===== config.mk =====
export PLATFORM = sky130hd
export DESIGN_NAME = cpu_mdu_dispatch
export DESIGN_NICKNAME = d
export VERILOG_FILES = /design/src/rtl/cpu_mdu_dispatch.sv
export SDC_FILE = /design/constraint.sdc
export NUM_CORES = 1
export LEC_CHECK = 0
export ABC_AREA = 0
export BUFFER_PORTS_ARGS = -buffer_cell sky130_fd_sc_hd__buf_4
export CORE_MARGIN = 4
export CORE_UTILIZATION = 45
export CTS_CLUSTER_DIAMETER = 100
export CTS_CLUSTER_SIZE = 40
export DETAILED_ROUTE_END_ITERATION = 12
export GPL_TIMING_DRIVEN = 0
export PLACE_DENSITY = 0.69
export SLEW_MARGIN = 10
export SYNTH_ARGS = -nofsm -noshare
export SYNTH_HDL_FRONTEND = slang
export SYNTH_SLANG_ARGS = --single-unit

===== constraint.sdc =====
create_clock -name clk -period 8.55 [get_ports clk]
set_input_delay 0.855 -clock clk [delete_from_list [all_inputs] [get_ports clk]]
set_output_delay 0.855 -clock clk [all_outputs]
set_load 0.05 [all_outputs]

===== src/rtl/cpu_mdu_dispatch.sv =====
// == cpu_mdu_dispatch : in-order queue + start/ready sequencer in front of cpu_mdu; optional flush via MDU_DISPATCH_FLUSH_EN ==
// == rev 1.0 ==
`default_nettype none

module cpu_mdu_dispatch #(
  parameter int XLEN  = 32,
  parameter int DEPTH = 2
) (
  input  logic            clk,
  input  logic            reset,
`ifdef MDU_DISPATCH_FLUSH_EN
  input  logic            flush,
`endif
  input  logic            in_valid,
  output logic            in_ready,
  input  logic [2:0]      in_control,
  input  logic [XLEN-1:0] in_operand_a,
  input  logic [XLEN-1:0] in_operand_b,
  input  logic [4:0]      in_rd,
  output logic            mdu_start,
  output logic [2:0]      mdu_control,
  output logic [XLEN-1:0] mdu_operand_a,
  output logic [XLEN-1:0] mdu_operand_b,
  input  logic [XLEN-1:0] mdu_result,
  input  logic            mdu_ready,
  output logic            out_valid,
  input  logic            out_ready,
  output logic [XLEN-1:0] out_result,
  output logic [4:0]      out_rd
);

  localparam int AW = $clog2(DEPTH);
  localparam int CW = $clog2(DEPTH + 1);
  localparam logic [CW-1:0] FULL_COUNT = CW'(DEPTH);

`ifdef MDU_DISPATCH_FLUSH_EN
  typedef enum logic [1:0] {S_IDLE = 2'd0, S_ISSUE = 2'd1, S_DONE = 2'd2, S_DRAIN = 2'd3} state_t;
`else
  typedef enum logic [1:0] {S_IDLE = 2'd0, S_ISSUE = 2'd1, S_DONE = 2'd2} state_t;
`endif

  state_t state, state_nxt;

  logic [2:0]      q_ctrl [DEPTH];
  logic [XLEN-1:0] q_a    [DEPTH];
  logic [XLEN-1:0] q_b    [DEPTH];
  logic [4:0]      q_rd   [DEPTH];
  logic [AW-1:0]   wr_ptr, rd_ptr;
  logic [CW-1:0]   count;

  logic [2:0]      op_ctrl;
  logic [XLEN-1:0] op_a, op_b;
  logic [4:0]      op_rd;

  logic flush_now, push, pop;

`ifdef MDU_DISPATCH_FLUSH_EN
  assign flush_now = flush;
`else
  assign flush_now = 1'b0;
`endif

  always_comb begin
    in_ready = (count < FULL_COUNT);
`ifdef MDU_DISPATCH_FLUSH_EN
    if (state == S_DRAIN) in_ready = 1'b0;
`endif
  end

  // A flushing cycle neither accepts new work nor issues queued work.
  assign push = in_valid & in_ready & ~flush_now;
  assign pop  = (state == S_IDLE) & (count != '0) & ~flush_now;

  always_ff @(posedge clk) begin
    if (reset || flush_now) begin
      wr_ptr <= '0;
      rd_ptr <= '0;
      count  <= '0;
    end else begin
      if (push) wr_ptr <= wr_ptr + AW'(1);
      if (pop)  rd_ptr <= rd_ptr + AW'(1);
      case ({push, pop})
        2'b10:   count <= count + CW'(1);
        2'b01:   count <= count - CW'(1);
        default: count <= count;
      endcase
    end
  end

  always_ff @(posedge clk) begin
    if (push) begin
      q_ctrl[wr_ptr] <= in_control;
      q_a[wr_ptr]    <= in_operand_a;
      q_b[wr_ptr]    <= in_operand_b;
      q_rd[wr_ptr]   <= in_rd;
    end
  end

  always_ff @(posedge clk) begin
    if (reset) begin
      op_ctrl <= '0;
      op_a    <= '0;
      op_b    <= '0;
      op_rd   <= '0;
    end else if (pop) begin
      op_ctrl <= q_ctrl[rd_ptr];
      op_a    <= q_a[rd_ptr];
      op_b    <= q_b[rd_ptr];
      op_rd   <= q_rd[rd_ptr];
    end
  end

  always_ff @(posedge clk) begin
    if (reset) begin
      out_result <= '0;
      out_rd     <= '0;
    end else if ((state == S_ISSUE) && mdu_ready && !flush_now) begin
      out_result <= mdu_result;
      out_rd     <= op_rd;
    end
  end

  always_ff @(posedge clk) begin
    if (reset) state <= S_IDLE;
    else       state <= state_nxt;
  end

  always_comb begin
    state_nxt = state;
    case (state)
      S_IDLE:  if (pop) state_nxt = S_ISSUE;
      S_ISSUE: begin
`ifdef MDU_DISPATCH_FLUSH_EN
        // An op already inside cpu_mdu must run to completion before the next start.
        if (flush_now)      state_nxt = mdu_ready ? S_IDLE : S_DRAIN;
        else if (mdu_ready) state_nxt = S_DONE;
`else
        if (mdu_ready) state_nxt = S_DONE;
`endif
      end
      S_DONE:  if (out_ready || flush_now) state_nxt = S_IDLE;
`ifdef MDU_DISPATCH_FLUSH_EN
      S_DRAIN: if (mdu_ready) state_nxt = S_IDLE;
`endif
      default: state_nxt = S_IDLE;
    endcase
  end

`ifdef MDU_DISPATCH_FLUSH_EN
  assign mdu_start = (state == S_ISSUE) || (state == S_DRAIN);
`else
  assign mdu_start = (state == S_ISSUE);
`endif
  assign out_valid     = (state == S_DONE);
  assign mdu_control   = op_ctrl;
  assign mdu_operand_a = op_a;
  assign mdu_operand_b = op_b;

endmodule

`default_nettype wire


==> impl_table.tex, run 1 <==
\begin{tabular}{lr}
\hline
Metric & Value \\
\hline
\multicolumn{2}{l}{\textbf{Run status}} \\
Status & complete, no violations \\
\multicolumn{2}{l}{\textbf{Critical path}} \\
Worst setup endpoint & mdu\_start \\
Critical Path AT & 1.40 ns \\
Flop2flop setup slack & $\sim$6.5 ns \\
Kind of end point of the critical path & primary output \\
Launching point of the worst reg2reg path & state[1] \\
RR Endpoint & count[1] \\
Depth of the most critical reg-to-reg path & 6 \\
Critical path peak fanout & 6 \\
Nature of the critical path startpoint & flop \\
Type of the worst setup path & reg -> out \\
Critical path data required time & 7.70 ns \\
First element of the critical path & state[0] \\
\multicolumn{2}{l}{\textbf{Placement}} \\
Count of input and output buffers & approximately 210 \\
Half-perimeter wire length after detailed placement & 14.8 mm \\
Dpl cells & 1155 \\
DP Worst Slack & a little over 6 ns \\
Global placement routability congestion & 0.801 \\
\multicolumn{2}{l}{\textbf{Power and ir drop}} \\
Portion of total power attributed to combinational logic & between 40\% and 50\% \\
Cell area power density & 384 nW/um\^{}2 \\
Leak & between 0.004 and 0.005 uW \\
Internal Power & 2630 uW \\
Net Sw Power & 1880 uW \\
Clock share of power & 14.2\% \\
Peak supply drop & 0.000273 V \\
Switch share & a little over two fifths \\
Seq pwr share & 40.1\% \\
\multicolumn{2}{l}{\textbf{Detailed routing}} \\
Wirelength per Cell & 17.9 um \\
Vias after detailed routing & 5939 \\
Mean number of vias per cell & roughly 5 \\
Antenna Nets Post-Route & 0 \\
Post-Route WL & between 20 and 25 mm \\
Initial detailed-routing violation count & 225 \\
Number of remaining DRC errors & 0 \\
Number of iterations in the first detailed-routing pass & 4 \\
\multicolumn{2}{l}{\textbf{STA}} \\
Setup total negative slack & 0 ns \\
Number of pins with negative max-slew slack in the final report & 0 \\
Maximum clock frequency & around 440 MHz \\
Final critical delay including setup and external delays & about 2.3 ns \\
Share of the clock period used by the worst path after layout & 26.4\% \\
Worst slew slack as a fraction of its limit & 52.4\% \\
Setup ws final & about 6.3 ns \\
Setup Skew & approximately 0.022 ns \\
Slew at the pin with the worst max-slew slack & about 0.7 ns \\
Worst hold slack after final layout & 0.465 ns \\
Hold Violations, Final & 0 \\
Setup Viol. Count Final & 0 \\
Unrepaired setup endpoints after global routing & false \\
\multicolumn{2}{l}{\textbf{CTS}} \\
Clock Tree Buf Depth & 3 \\
Number of buffers added for setup after CTS & 0 \\
H-tree levels & 1 \\
TritonCTS clock tree & built \\
Clock root buffer & sky130\_fd\_sc\_hd\_\_clkbuf\_16 \\
Total clock buffers created by CTS & 10 \\
Clk pin slew, worst setup/hold paths & 0.13 ns \\
Hold Buf Count CTS & 0 \\
CTS Sinks & 259 \\
Number of gates given a new drive strength after cts & 0 \\
Clock insertion delay at the later pin of the skew report & 0.49 ns \\
\multicolumn{2}{l}{\textbf{Synth}} \\
Syn. warnings & 0 \\
Post-Synthesis Cell Area & 9350 um\^{}2 \\
Average cell area after synthesis & $\sim$14 um\^{}2 \\
Netlist cell types & 31 \\
Syn Inst Count & 667 \\
Post-Syn Nets & 777 \\
Flop and latch count out of synthesis & 259 \\
Sequential area share after synthesis & a little under three quarters \\
\multicolumn{2}{l}{\textbf{Worst hold path}} \\
Class of the tightest hold or removal check & reg -> reg \\
Min-delay src & out\_result[31] \\
\multicolumn{2}{l}{\textbf{Global routing}} \\
Antenna violations before repair & 0 \\
Aggregate global-route resource usage & 17.4\% \\
Number of global-route vias before repair & 5954 \\
First-pass GRT wire length & around 33 mm \\
Pin count of the biggest net entering global routing & 43 \\
Total overflow reported by the global router & 0 \\
\multicolumn{2}{l}{\textbf{Finish}} \\
Number of standard cells in the layout, taps in and fillers out & 1171 \\
NumNets Final & 1007 \\
Proportion of layout cells with a drive suffix above 1 & 32.6\% \\
Area added between synthesis and finish & 25.7\% \\
Count of inserted antenna diode cells & 0 \\
\multicolumn{2}{l}{\textbf{Floorplan}} \\
Horizontal die dimension & roughly 150 um \\
Core footprint & 20300 um\^{}2 \\
Starting density of the core & 46.0\% \\
DIE AREA & 23100 um\^{}2 \\
Row count & 52 \\
Count of boundary I/O pins & 216 \\
Die height & $\sim$150 um \\
\multicolumn{2}{l}{\textbf{Flow run}} \\
Max\_cap viols & 0 \\
\hline
\end{tabular}
## worst min path at each step
stage | end | slack (ns) | cells past startpoint
after floorplan | out_rd[0] | 0.43 | 2
after global placement | out_result[31] | 0.44 | 2
after detailed placement | out_result[31] | 0.45 | 2
after CTS | out_result[31] | 0.47 | 2
after global routing | out_result[23] | 0.48 | 2
final | out_result[31] | 0.47 | 2
## logic make-up after synthesis
family / share of synthesized area, %
AOI/OAI and AO/OA: 12.9
xor gates and xnor gates: 0.281
adders and majority gates: 0.134
buffers and inverters: 3.78
DFF: 70.9
muxes: 7.71
and+or+nand+nor: 4.31
## per-stage QoR
stage	utilization (%)	total power [uW]	area, um^2
after global placement	55.6	3890	11300
after CTS	57.9	4550	11700
after floorplan	-	3280	9350
final	57.9	4510	11700
after detailed placement	56.2	3920	11400
after global routing	57.9	4730	11700
## power groups by stage
stage	logic [uW]	registers, uW	clock network (uW)
floorplan	829	2450	0
global placement	2040	1850	0
detailed placement	2080	1830	0
CTS	2090	1810	661
global route	2200	1840	697
finish	2060	1810	640
## area by class of cell
cell class                      count  area (um^2)
Multi-Input combinational cell    355         2380
Tap cell                          270          338
Buffer                             51          345
Sequential cell                   259         6630
Fill cell                        1732         8550
Timing Repair Buffer              218         1710
Clock buffer                       14          297
Inverter                            2         7.51
Clock inverter                      2         46.3
## flip-flops by register name (all words and copies together) (netlist names)
name           flops
q_a               64
q_b               64
mdu_operand_a     32
mdu_operand_b     32
out_result        32
q_rd              10
q_ctrl             6
op_rd              5
out_rd             5
mdu_control        3
count              2
state              2
rd_ptr             1
wr_ptr             1
## synthesized netlist by cell type
| cell | instances | area (um^2) |
|---|---|---|
| sky130_fd_sc_hd__buf_4 | 13 | 97.6 |
| sky130_fd_sc_hd__nor2_8 | 1 | 20.0 |
| sky130_fd_sc_hd__nand2_1 | 74 | 278 |
| sky130_fd_sc_hd__xnor2_1 | 1 | 8.76 |
| sky130_fd_sc_hd__nor2_4 | 1 | 11.3 |
| sky130_fd_sc_hd__nor2_1 | 5 | 18.8 |
| sky130_fd_sc_hd__edfxtp_1 | 144 | 4320 |
| sky130_fd_sc_hd__buf_6 | 9 | 101 |
| sky130_fd_sc_hd__xor2_1 | 2 | 17.5 |
| sky130_fd_sc_hd__and3_1 | 1 | 6.26 |
| sky130_fd_sc_hd__dfxtp_1 | 115 | 2300 |
| sky130_fd_sc_hd__nand3b_1 | 1 | 7.51 |
| sky130_fd_sc_hd__mux2i_1 | 72 | 721 |
| sky130_fd_sc_hd__o21ai_0 | 2 | 10.0 |
| sky130_fd_sc_hd__buf_2 | 13 | 65.1 |
| sky130_fd_sc_hd__or2_2 | 1 | 6.26 |
| sky130_fd_sc_hd__clkbuf_8 | 1 | 13.8 |
| sky130_fd_sc_hd__a21oi_1 | 112 | 561 |
| sky130_fd_sc_hd__clkbuf_1 | 10 | 37.5 |
| sky130_fd_sc_hd__a22oi_1 | 1 | 7.51 |
| sky130_fd_sc_hd__clkbuf_4 | 3 | 22.5 |
| sky130_fd_sc_hd__and3b_1 | 1 | 8.76 |
| sky130_fd_sc_hd__buf_1 | 2 | 7.51 |
| sky130_fd_sc_hd__or3_1 | 2 | 12.5 |
| sky130_fd_sc_hd__a211oi_2 | 17 | 213 |
| sky130_fd_sc_hd__ha_1 | 1 | 12.5 |
| sky130_fd_sc_hd__nand2b_1 | 2 | 12.5 |
| sky130_fd_sc_hd__nor2b_1 | 2 | 12.5 |
| sky130_fd_sc_hd__a211oi_1 | 55 | 413 |
| sky130_fd_sc_hd__or2_4 | 1 | 8.76 |
| sky130_fd_sc_hd__inv_1 | 2 | 7.51 |
## layout by cell type, fill, tap and decap left out, types with 3 or more instances in the layout
| cell | n |
|---|---|
| sky130_fd_sc_hd__buf_4 | 227 |
| sky130_fd_sc_hd__edfxtp_1 | 144 |
| sky130_fd_sc_hd__dfxtp_1 | 115 |
| sky130_fd_sc_hd__a21oi_1 | 112 |
| sky130_fd_sc_hd__nand2_1 | 74 |
| sky130_fd_sc_hd__mux2i_1 | 72 |
| sky130_fd_sc_hd__a211oi_1 | 55 |
| sky130_fd_sc_hd__a211oi_2 | 17 |
| sky130_fd_sc_hd__buf_2 | 13 |
| sky130_fd_sc_hd__clkbuf_1 | 12 |
| sky130_fd_sc_hd__clkbuf_16 | 11 |
| sky130_fd_sc_hd__buf_6 | 9 |
| sky130_fd_sc_hd__nor2_1 | 4 |
| sky130_fd_sc_hd__clkbuf_4 | 3 |
| sky130_fd_sc_hd__buf_16 | 3 |
## critical path, cell delays in order, from the launching register on
cell and delay, ns:
sky130_fd_sc_hd__dfxtp_1 0.48, sky130_fd_sc_hd__nor2b_1 0.21, sky130_fd_sc_hd__buf_4 0.23
## metal layers
metal	part of all wire (%)	track usage (%)
met1	43	21.8
met2	48	29.7
met3	7.5	5.49
met4	2.3	3.90
met5	0	0
No activity file was read; power rests on OpenSTA's default activity.
==> run 2: changes to the inputs <==
==> constraint.sdc (replaced) <==
create_clock -name clk -period 2.4 [get_ports clk]
set_input_delay 0.24 -clock clk [delete_from_list [all_inputs] [get_ports clk]]
set_output_delay 0.24 -clock clk [all_outputs]
set_load 0.05 [all_outputs]
==> run 2 against run 1 <==
  * Global-route usage grew 0.96 points
  * Critical path depth grew 4
  * Total power increased to 3.6 times the previous value
  * Core utilization increased by 5.0 points
  * Sequential power increased to 3.6 times the previous value
  * Register-to-register slack worse by 6.1 ns
  * Sequential share of layout area fell by 4.5 points
==> impl_table.tex, run 2 (synthesized netlist as in run 1, its figures left out) <==
\begin{tabular}{lr}
\hline
Metric & Value \\
\hline
\multicolumn{2}{l}{\textbf{Floorplan}} \\
Core footprint & 20300 um\^{}2 (unchanged) \\
DIE AREA & 23100 um\^{}2 (unchanged) \\
Die height & 152 um (unchanged) \\
Row count & 52 (unchanged) \\
Starting density of the core & 46.0\% (unchanged) \\
Count of boundary I/O pins & 216 (unchanged) \\
Horizontal die dimension & 152 um (unchanged) \\
\multicolumn{2}{l}{\textbf{Placement}} \\
Count of input and output buffers & 214 (unchanged) \\
Half-perimeter wire length after detailed placement & 14.5 mm (was 14.8 mm) \\
Global placement routability congestion & 0.828 (was 0.801) \\
\multicolumn{2}{l}{\textbf{STA}} \\
Share of the clock period used by the worst path after layout & 84.2\% \\
Hold Violations, Final & 0 (unchanged) \\
Setup total negative slack & 0 ns (unchanged) \\
Worst slew slack as a fraction of its limit & 54.6\% (was 52.4\%) \\
Unrepaired setup endpoints after global routing & false (unchanged) \\
Number of pins with negative max-slew slack in the final report & 0 (unchanged) \\
Slew at the pin with the worst max-slew slack & 0.681 ns (was 0.714 ns) \\
Setup Viol. Count Final & 0 (unchanged) \\
Setup Skew & 0.0228 ns (was 0.0218 ns) \\
Maximum clock frequency & about 500 MHz \\
Final critical delay including setup and external delays & $\sim$2.0 ns \\
\multicolumn{2}{l}{\textbf{Critical path}} \\
Kind of end point of the critical path & flop (was primary output) \\
CP max stage cell & sky130\_fd\_sc\_hd\_\_dfxtp\_1 (unchanged) \\
Count of buffering cells on the critical path with inverters included & 1 (unchanged) \\
Depth of the most critical reg-to-reg path & 6 (unchanged) \\
Launching point of the worst reg2reg path & state[1] (unchanged) \\
Nature of the critical path startpoint & flop (unchanged) \\
Type of the worst setup path & reg -> reg (was reg -> out) \\
Critical path data required time & 2.82 ns (was 7.70 ns) \\
Critical path's largest stage delay & 0.40 ns (was 0.48 ns) \\
Critical Path AT & 2.44 ns (was 1.40 ns) \\
List of cells traversed by the critical path & or2\_4 -> nor2\_8 -> buf\_6 -> ha\_1 -> or3\_1 -> a21oi\_1 (was nor2b\_1 -> buf\_4) \\
Critical path peak fanout & 10 (was 6) \\
RR Endpoint & count[1] (unchanged) \\
Flop2flop setup slack & 0.38 ns (was 6.51 ns) \\
Dominant delay contributor by cell family on the critical path & simple AND/OR/NAND/NOR gates (was flip-flops) \\
First element of the critical path & state[1] (was state[0]) \\
\multicolumn{2}{l}{\textbf{Finish}} \\
Combined area of the multi-input logic cells & 2380 um\^{}2 (unchanged) \\
Proportion of layout cells with a drive suffix above 1 & 29.5\% (was 32.6\%) \\
Area added between synthesis and finish & 36.5\% (was 25.7\%) \\
Most common cell after layout, fill and taps aside & sky130\_fd\_sc\_hd\_\_buf\_4 (unchanged) \\
NumNets Final & 1109 (was 1007) \\
Regs by FF count & q\_a x64, q\_b x64 (unchanged) \\
Fillcell total & 1606 (was 1732) \\
Most frequent cells in the layout & sky130\_fd\_sc\_hd\_\_buf\_4 (227), sky130\_fd\_sc\_hd\_\_edfxtp\_1 (144), sky130\_fd\_sc\_hd\_\_dfxtp\_1 (115) (unchanged) \\
Count of inserted antenna diode cells & 0 (unchanged) \\
Sequential standard cell area & 6630 um\^{}2 (unchanged) \\
\multicolumn{2}{l}{\textbf{Global routing}} \\
Number of global-route vias before repair & 6485 (was 5954) \\
First-pass GRT wire length & 34.9 mm (was 32.5 mm) \\
Total overflow reported by the global router & 0 (unchanged) \\
M3 GR Usage & 4.66\% (was 5.49\%) \\
GRT busiest layer & met2 (unchanged) \\
GR Util met1 & 22.9\% (was 21.8\%) \\
Met2 demand-to-capacity share in global routing & 32.4\% (was 29.7\%) \\
Aggregate global-route resource usage & 18.4\% (was 17.4\%) \\
Antenna violations before repair & 0 (unchanged) \\
Pin count of the biggest net entering global routing & 42 (was 43) \\
\multicolumn{2}{l}{\textbf{Power and ir drop}} \\
Cell area power density & 1270 nW/um\^{}2 (was 384 nW/um\^{}2) \\
Seq pwr share & 39.8\% (was 40.1\%) \\
Portion of total power attributed to combinational logic & 46.1\% (was 45.7\%) \\
Leak & 0.00477 uW (was 0.00434 uW) \\
Clock share of power & 14.1\% (was 14.2\%) \\
Net Sw Power & 6790 uW (was 1880 uW) \\
Internal Power & 9390 uW (was 2630 uW) \\
Peak supply drop & 0.000924 V (was 0.000273 V) \\
Switch share & 42.0\% (was 41.7\%) \\
Total power of the final layout & 16200 uW (was 4510 uW) \\
\multicolumn{2}{l}{\textbf{CTS}} \\
CTS Sinks & 259 (unchanged) \\
TritonCTS clock tree & built (unchanged) \\
Clk pin slew, worst setup/hold paths & 0.13 ns (about the same) \\
Total clock buffers created by CTS & 11 (was 10) \\
H-tree levels & 1 (unchanged) \\
Clock root buffer & sky130\_fd\_sc\_hd\_\_clkbuf\_16 (unchanged) \\
Clock Tree Buf Depth & 3 (unchanged) \\
Clock insertion delay at the later pin of the skew report & 0.48 ns (was 0.49 ns) \\
\multicolumn{2}{l}{\textbf{Run status}} \\
Status & complete, no violations (unchanged) \\
\multicolumn{2}{l}{\textbf{Worst hold path}} \\
Hold path endpoint & out\_result[2] (was out\_result[31]) \\
Class of the tightest hold or removal check & in -> reg (was reg -> reg) \\
Min-delay src & mdu\_result[2] (was out\_result[31]) \\
Worst hold path depth & 3 (was 2) \\
\multicolumn{2}{l}{\textbf{Detailed routing}} \\
Wirelength per Cell & 17.2 um (was 17.9 um) \\
Antenna Nets Post-Route & 0 (unchanged) \\
Post-Route WL & 21.8 mm (was 21.0 mm) \\
Mean number of vias per cell & 4.98 (was 5.07) \\
Initial detailed-routing violation count & 238 (was 225) \\
Number of iterations in the first detailed-routing pass & 4 (unchanged) \\
Number of remaining DRC errors & 0 (unchanged) \\
Vias after detailed routing & 6338 (was 5939) \\
\multicolumn{2}{l}{\textbf{Flow run}} \\
Max\_cap viols & 0 (unchanged) \\
\hline
\end{tabular}
run 2: repair_timing:
action                    4_1_cts  5_1_grt
gates resized for setup         0        0
hold buffers                  101        0
hold endpoints to repair      173        0
buffers inserted                0        0
run 2: final cells by class:
type / instances / share of cell area (%)
sequential: 259 / 51.9
timing repair buffer: 319 / 21.3
multi-input combinational: 355 / 18.6
buffer: 51 / 2.71
tap: 270 / 2.65
clock buffer: 12 / 2.19
clock inverter: 5 / 0.549
inverter: 2 / 0.0588
run 2: power groups by stage:
stage / registers [uW] / clock network (uW) / logic (uW)
after global placement: 6540 / 0 / 7230
after global routing: 6550 / 2520 / 7910
after floorplan: 8700 / 0 / 2960
after CTS: 6430 / 2370 / 7530
final: 6430 / 2280 / 7460
after detailed placement: 6520 / 0 / 7380
run 2: metal layers:
layer  vias up  part of all wire (%)
met2       200                    49
met5         -                     0
met1      2986                    43
met3        25                   6.0
li1       3127                     -
met4         0                   2.1
run 2: per-stage QoR:
step	setup slack (ns)	cells	hold WS (ns)	utilization, %	cell area [um^2]
after floorplan	0.276	667	0.339	-	9350
after global placement	-0.361	1151	0.425	55.7	11300
after detailed placement	0.391	1155	0.428	56.1	11400
after CTS	0.352	1273	0.00108	62.8	12800
after global routing	0.274	1273	0.00896	62.8	12800
final	0.378	1273	0.0170	62.8	12800
run 2: worst max-delay path by stage:
| stage | end | slack (ns) | cells after the start |
|---|---|---|---|
| 6_report | count[1] | 0.38 | 6 |
| 3_3_place_gp | q_b[0][7] | -0.36 | 2 |
| 2_1_floorplan | q_a[1][0] | 0.28 | 2 |
| 4_1_cts | count[1] | 0.35 | 6 |
| 3_5_place_dp | count[1] | 0.39 | 6 |
| 5_1_grt | count[1] | 0.27 | 6 |
run 2: worst min-delay path: cells and delay by family:
| family | cells | cell delay, ns |
|---|---|---|
| AND/OR/NAND/NOR | 1 | 0.05 |
| AO/OA/AOI/OAI | 1 | 0.06 |
| buffers and inverters | 1 | 0.11 |
==> run 3: changes to the inputs <==
--- a/config.mk
+++ b/config.mk
@@ -5,7 +5,7 @@
 export SDC_FILE = /design/constraint.sdc
 export NUM_CORES = 1
 export LEC_CHECK = 0
-export ABC_AREA = 0
+export ABC_AREA = 1
 export BUFFER_PORTS_ARGS = -buffer_cell sky130_fd_sc_hd__buf_4
 export CORE_MARGIN = 4
 export CORE_UTILIZATION = 45
@@ -13,7 +13,7 @@
 export CTS_CLUSTER_SIZE = 40
 export DETAILED_ROUTE_END_ITERATION = 12
 export GPL_TIMING_DRIVEN = 0
-export PLACE_DENSITY = 0.69
+export PLACE_DENSITY = 0.71
 export SLEW_MARGIN = 10
 export SYNTH_ARGS = -nofsm -noshare
 export SYNTH_HDL_FRONTEND = slang
==> constraint.sdc (replaced) <==
create_clock -name clk -period 1.7 [get_ports clk]
set_input_delay 0.17 -clock clk [delete_from_list [all_inputs] [get_ports clk]]
set_output_delay 0.17 -clock clk [all_outputs]
set_load 0.05 [all_outputs]
==> run 3 against run 2 <==
  * Global-route usage grew 1.1 points
  * Count of clock-buffer cells in the layout shrank 1
  * Sequential share of layout area shrank 3.1 points
  * First-iteration DRC count grew 100%
  * Hold slack gained 0.020 ns
  * Combinational power grew 31%
  * Critical path type unchanged
  * Routed wire length grew 11%
  * Largest cell class unchanged
==> impl_table.tex, run 3 <==
\begin{tabular}{lr}
\hline
Metric & Value \\
\hline
\multicolumn{2}{l}{\textbf{Run status}} \\
Status & complete, no violations (unchanged) \\
\multicolumn{2}{l}{\textbf{Synth}} \\
Most frequently used cell type in the post-synthesis netlist & sky130\_fd\_sc\_hd\_\_nand2\_1 (was sky130\_fd\_sc\_hd\_\_edfxtp\_1) \\
Mux contribution to synthesized area & 0\% (was 7.71\%) \\
Most used standard cells in the synthesized netlist & sky130\_fd\_sc\_hd\_\_nand2\_1 (264), sky130\_fd\_sc\_hd\_\_inv\_1 (154), sky130\_fd\_sc\_hd\_\_nor2\_1 (154) (was sky130\_fd\_sc\_hd\_\_edfxtp\_1 (144), sky130\_fd\_sc\_hd\_\_dfxtp\_1 (115), sky130\_fd\_sc\_hd\_\_a21oi\_1 (112)) \\
Post-synth top area cell & sky130\_fd\_sc\_hd\_\_edfxtp\_1 (unchanged) \\
Post-Synthesis Cell Area & 9950 um\^{}2 (was 9350 um\^{}2) \\
Adder-cell share of the synthesized area & 0.126\% (was 0.134\%) \\
Average cell area after synthesis & 9.52 um\^{}2 (was 14.0 um\^{}2) \\
Syn. warnings & 0 (unchanged) \\
Main combinational cell family by area after synthesis & simple AND/OR/NAND/NOR gates (was compound AO/OA/AOI/OAI gates) \\
Parity-gate share of the synthesized area counting xor and xnor cells & 0\% (was 0.281\%) \\
Sequential area share after synthesis & 66.6\% (was 70.9\%) \\
Syn Inst Count & 1045 (was 667) \\
Dominant register cell in the synthesized netlist & sky130\_fd\_sc\_hd\_\_edfxtp\_1 (unchanged) \\
Flop and latch count out of synthesis & 259 (unchanged) \\
Share of the synthesized area in compound gates (AO/OA/AOI/OAI) & 5.73\% (was 12.9\%) \\
Post-Syn Nets & 1155 (was 777) \\
Cell types with the largest area share after synthesis & sky130\_fd\_sc\_hd\_\_edfxtp\_1 (43\%), sky130\_fd\_sc\_hd\_\_dfxtp\_1 (23\%), sky130\_fd\_sc\_hd\_\_nand2\_1 (10\%) (was sky130\_fd\_sc\_hd\_\_edfxtp\_1 (46\%), sky130\_fd\_sc\_hd\_\_dfxtp\_1 (25\%), sky130\_fd\_sc\_hd\_\_mux2i\_1 (7.7\%)) \\
Fraction of synthesized cell area taken by the top area cell type & 43.4\% (was 46.3\%) \\
Async SR Flop Fraction & 0\% (unchanged) \\
Number of enable flip-flop cells after synthesis & 144 (unchanged) \\
Netlist cell types & 18 (was 31) \\
Area fraction in and, or, nand and nor cells after synthesis & 17.9\% (was 4.31\%) \\
\multicolumn{2}{l}{\textbf{STA}} \\
Hold Violations, Final & 0 (unchanged) \\
Share of the clock period used by the worst path after layout & 92.0\% (was 84.2\%) \\
Setup Skew & 0.0334 ns (was 0.0228 ns) \\
Maximum clock frequency & 640 MHz (was 495 MHz) \\
Unrepaired setup endpoints after global routing & false (unchanged) \\
Number of pins with negative max-slew slack in the final report & 0 (unchanged) \\
Setup ws final & 0.136 ns (was 0.378 ns) \\
Slew at the pin with the worst max-slew slack & 0.543 ns (was 0.681 ns) \\
Setup Viol. Count Final & 0 (unchanged) \\
Worst slew slack as a fraction of its limit & 63.8\% (was 54.6\%) \\
Worst hold slack after final layout & 0.0370 ns (was 0.0170 ns) \\
Final critical delay including setup and external delays & 1.56 ns (was 2.02 ns) \\
\multicolumn{2}{l}{\textbf{Global routing}} \\
Pin count of the biggest net entering global routing & 41 (was 42) \\
Total overflow reported by the global router & 0 (unchanged) \\
First-pass GRT wire length & 38.5 mm (was 34.9 mm) \\
Antenna violations before repair & 0 (unchanged) \\
Aggregate global-route resource usage & 19.5\% (was 18.4\%) \\
Number of global-route vias before repair & 7697 (was 6485) \\
\multicolumn{2}{l}{\textbf{Detailed routing}} \\
Antenna Nets Post-Route & 0 (unchanged) \\
Vias after detailed routing & 7703 (was 6338) \\
Mean number of vias per cell & 4.61 (was 4.98) \\
Post-Route WL & 24.3 mm (was 21.8 mm) \\
Number of remaining DRC errors & 0 (unchanged) \\
Initial detailed-routing violation count & 486 (was 238) \\
Number of iterations in the first detailed-routing pass & 5 (was 4) \\
Wirelength per Cell & 14.5 um (was 17.2 um) \\
\multicolumn{2}{l}{\textbf{Power and ir drop}} \\
Leak & 0.00603 uW (was 0.00477 uW) \\
Cell area power density & 1590 nW/um\^{}2 (was 1270 nW/um\^{}2) \\
Peak supply drop & 0.00148 V (was 0.000924 V) \\
\multicolumn{2}{l}{\textbf{Worst hold path}} \\
Hold path endpoint & wr\_ptr (was out\_result[2]) \\
Min-delay src & in\_valid (was mdu\_result[2]) \\
Worst hold path depth & 3 (unchanged) \\
Class of the tightest hold or removal check & in -> reg (unchanged) \\
\multicolumn{2}{l}{\textbf{Placement}} \\
DP Worst Slack & 0.0544 ns (was 0.391 ns) \\
Standard cell area after detailed placement & 12100 um\^{}2 (was 11400 um\^{}2) \\
Half-perimeter wire length after detailed placement & 16.2 mm (was 14.5 mm) \\
Global placement routability congestion & 0.812 (was 0.828) \\
Count of input and output buffers & 214 (unchanged) \\
\multicolumn{2}{l}{\textbf{Finish}} \\
Most common cell after layout, fill and taps aside & sky130\_fd\_sc\_hd\_\_nand2\_1 (was sky130\_fd\_sc\_hd\_\_buf\_4) \\
Regs by FF count & q\_a x64, q\_b x64 (unchanged) \\
Area added between synthesis and finish & 36.3\% (was 36.5\%) \\
Proportion of layout cells with a drive suffix above 1 & 20.8\% (was 29.5\%) \\
Most frequent cells in the layout & sky130\_fd\_sc\_hd\_\_nand2\_1 (263), sky130\_fd\_sc\_hd\_\_buf\_4 (229), sky130\_fd\_sc\_hd\_\_inv\_1 (154) (was sky130\_fd\_sc\_hd\_\_buf\_4 (227), sky130\_fd\_sc\_hd\_\_edfxtp\_1 (144), sky130\_fd\_sc\_hd\_\_dfxtp\_1 (115)) \\
Cell area after layout & 13600 um\^{}2 (was 12800 um\^{}2) \\
Count of inserted antenna diode cells & 0 (unchanged) \\
NumNets Final & 1498 (was 1109) \\
\multicolumn{2}{l}{\textbf{Critical path}} \\
Critical path data required time & 2.14 ns (was 2.82 ns) \\
Critical path peak fanout & 10 (unchanged) \\
Kind of end point of the critical path & flop (unchanged) \\
Depth of the most critical reg-to-reg path & 11 (was 6) \\
Nature of the critical path startpoint & flop (unchanged) \\
RR Endpoint & count[1] (unchanged) \\
Critical Path AT & 2.00 ns (was 2.44 ns) \\
Type of the worst setup path & reg -> reg (unchanged) \\
Launching point of the worst reg2reg path & count[0] (was state[1]) \\
Flop2flop setup slack & 0.14 ns (was 0.38 ns) \\
\multicolumn{2}{l}{\textbf{Floorplan}} \\
Horizontal die dimension & 157 um (was 152 um) \\
Die height & 157 um (was 152 um) \\
DIE AREA & 24600 um\^{}2 (was 23100 um\^{}2) \\
Core footprint & 21800 um\^{}2 (was 20300 um\^{}2) \\
Starting density of the core & 45.7\% (was 46.0\%) \\
Count of boundary I/O pins & 216 (unchanged) \\
Row count & 54 (was 52) \\
\multicolumn{2}{l}{\textbf{CTS}} \\
Clock insertion delay at the later pin of the skew report & 0.49 ns (was 0.48 ns) \\
Total clock buffers created by CTS & 11 (unchanged) \\
Clk pin slew, worst setup/hold paths & 0.14 ns (was 0.13 ns) \\
Clock root buffer & sky130\_fd\_sc\_hd\_\_clkbuf\_16 (unchanged) \\
Clock Tree Buf Depth & 3 (unchanged) \\
CTS Sinks & 259 (unchanged) \\
TritonCTS clock tree & built (unchanged) \\
H-tree levels & 1 (unchanged) \\
\multicolumn{2}{l}{\textbf{Flow run}} \\
Max\_cap viols & 0 (unchanged) \\
\hline
\end{tabular}
-- run 3: layer usage --
layer | track usage, % | up-vias | routed length, um
met4 | 4.46 | 0 | 505
met5 | 0 | - | 0
met3 | 3.32 | 27 | 1560
met1 | 24.5 | 3507 | 10000
li1 | - | 3933 | -
met2 | 35.2 | 236 | 12200
-- run 3: cell families after synthesis --
group / after synthesis
and+or+nand+nor: 459
buffers and inverters: 212
AOI/OAI and AO/OA: 114
DFF: 259
adders and majority gates: 1
-- run 3: layout make-up --
cell class / count / area [um^2]
plain buffers: 57 / 394
clock buffers: 11 / 275
clock inverters: 6 / 100
fillers: 1765 / 8190
inverters: 155 / 589
multi-input cells: 574 / 2400
flip-flops and latches: 259 / 6630
well taps: 280 / 350
repair buffers: 330 / 2830
-- run 3: how the worst max path moves through the flow --
| stage | start | end | slack, ns | depth (start not counted) |
|---|---|---|---|---|
| 2_1_floorplan | count[1] | q_a[1][0] | -0.34 | 3 |
| 3_3_place_gp | count[1] | q_b[1][20] | -0.99 | 3 |
| 3_5_place_dp | count[1] | q_b[1][20] | 0.05 | 5 |
| 4_1_cts | count[1] | q_b[0][20] | 0.0006 | 5 |
| 5_1_grt | state[1] | count[1] | 0.0003 | 10 |
| 6_report | count[0] | count[1] | 0.14 | 11 |
-- run 3: power by group --
| group | switching [uW] | internal [uW] |
|---|---|---|
| logic | 6450 | 3320 |
| clock network | 1980 | 1430 |
| registers | 511 | 7900 |
| total | 8940 | 12600 |
-- run 3: repair_timing --
item,CTS,global route
cloned,0,0
setup endpoints to repair,4,4
endpoints found under the hold margin,177,0
resized for setup,2,3
buffers inserted,2,3
pin swaps,1,1
hold buffers,105,0
-- run 3: stage by stage --
stage | power, uW | std cells | TNS (ns) | util [%]
floorplan | 15200 | 1045 | -46.47 | -
global placement | 17800 | 1539 | -140.48 | 54.9
detailed placement | 18100 | 1545 | 0 | 55.6
CTS | 21800 | 1669 | 0 | 62.2
global route | 23100 | 1672 | 0 | 62.4
finish | 21600 | 1672 | 0 | 62.4
-- run 3: critical path: stages (launching register included) --
cell                      delay [ns]
sky130_fd_sc_hd__dfxtp_1        0.35
sky130_fd_sc_hd__inv_1          0.10
sky130_fd_sc_hd__nand2_1        0.08
sky130_fd_sc_hd__nand2_1        0.11
sky130_fd_sc_hd__buf_6          0.17
sky130_fd_sc_hd__inv_1          0.07
sky130_fd_sc_hd__ha_1           0.29
sky130_fd_sc_hd__inv_1          0.08
sky130_fd_sc_hd__nand2_1        0.05
sky130_fd_sc_hd__nor2_1         0.08
sky130_fd_sc_hd__nor2_1         0.04
sky130_fd_sc_hd__nor2_1         0.08
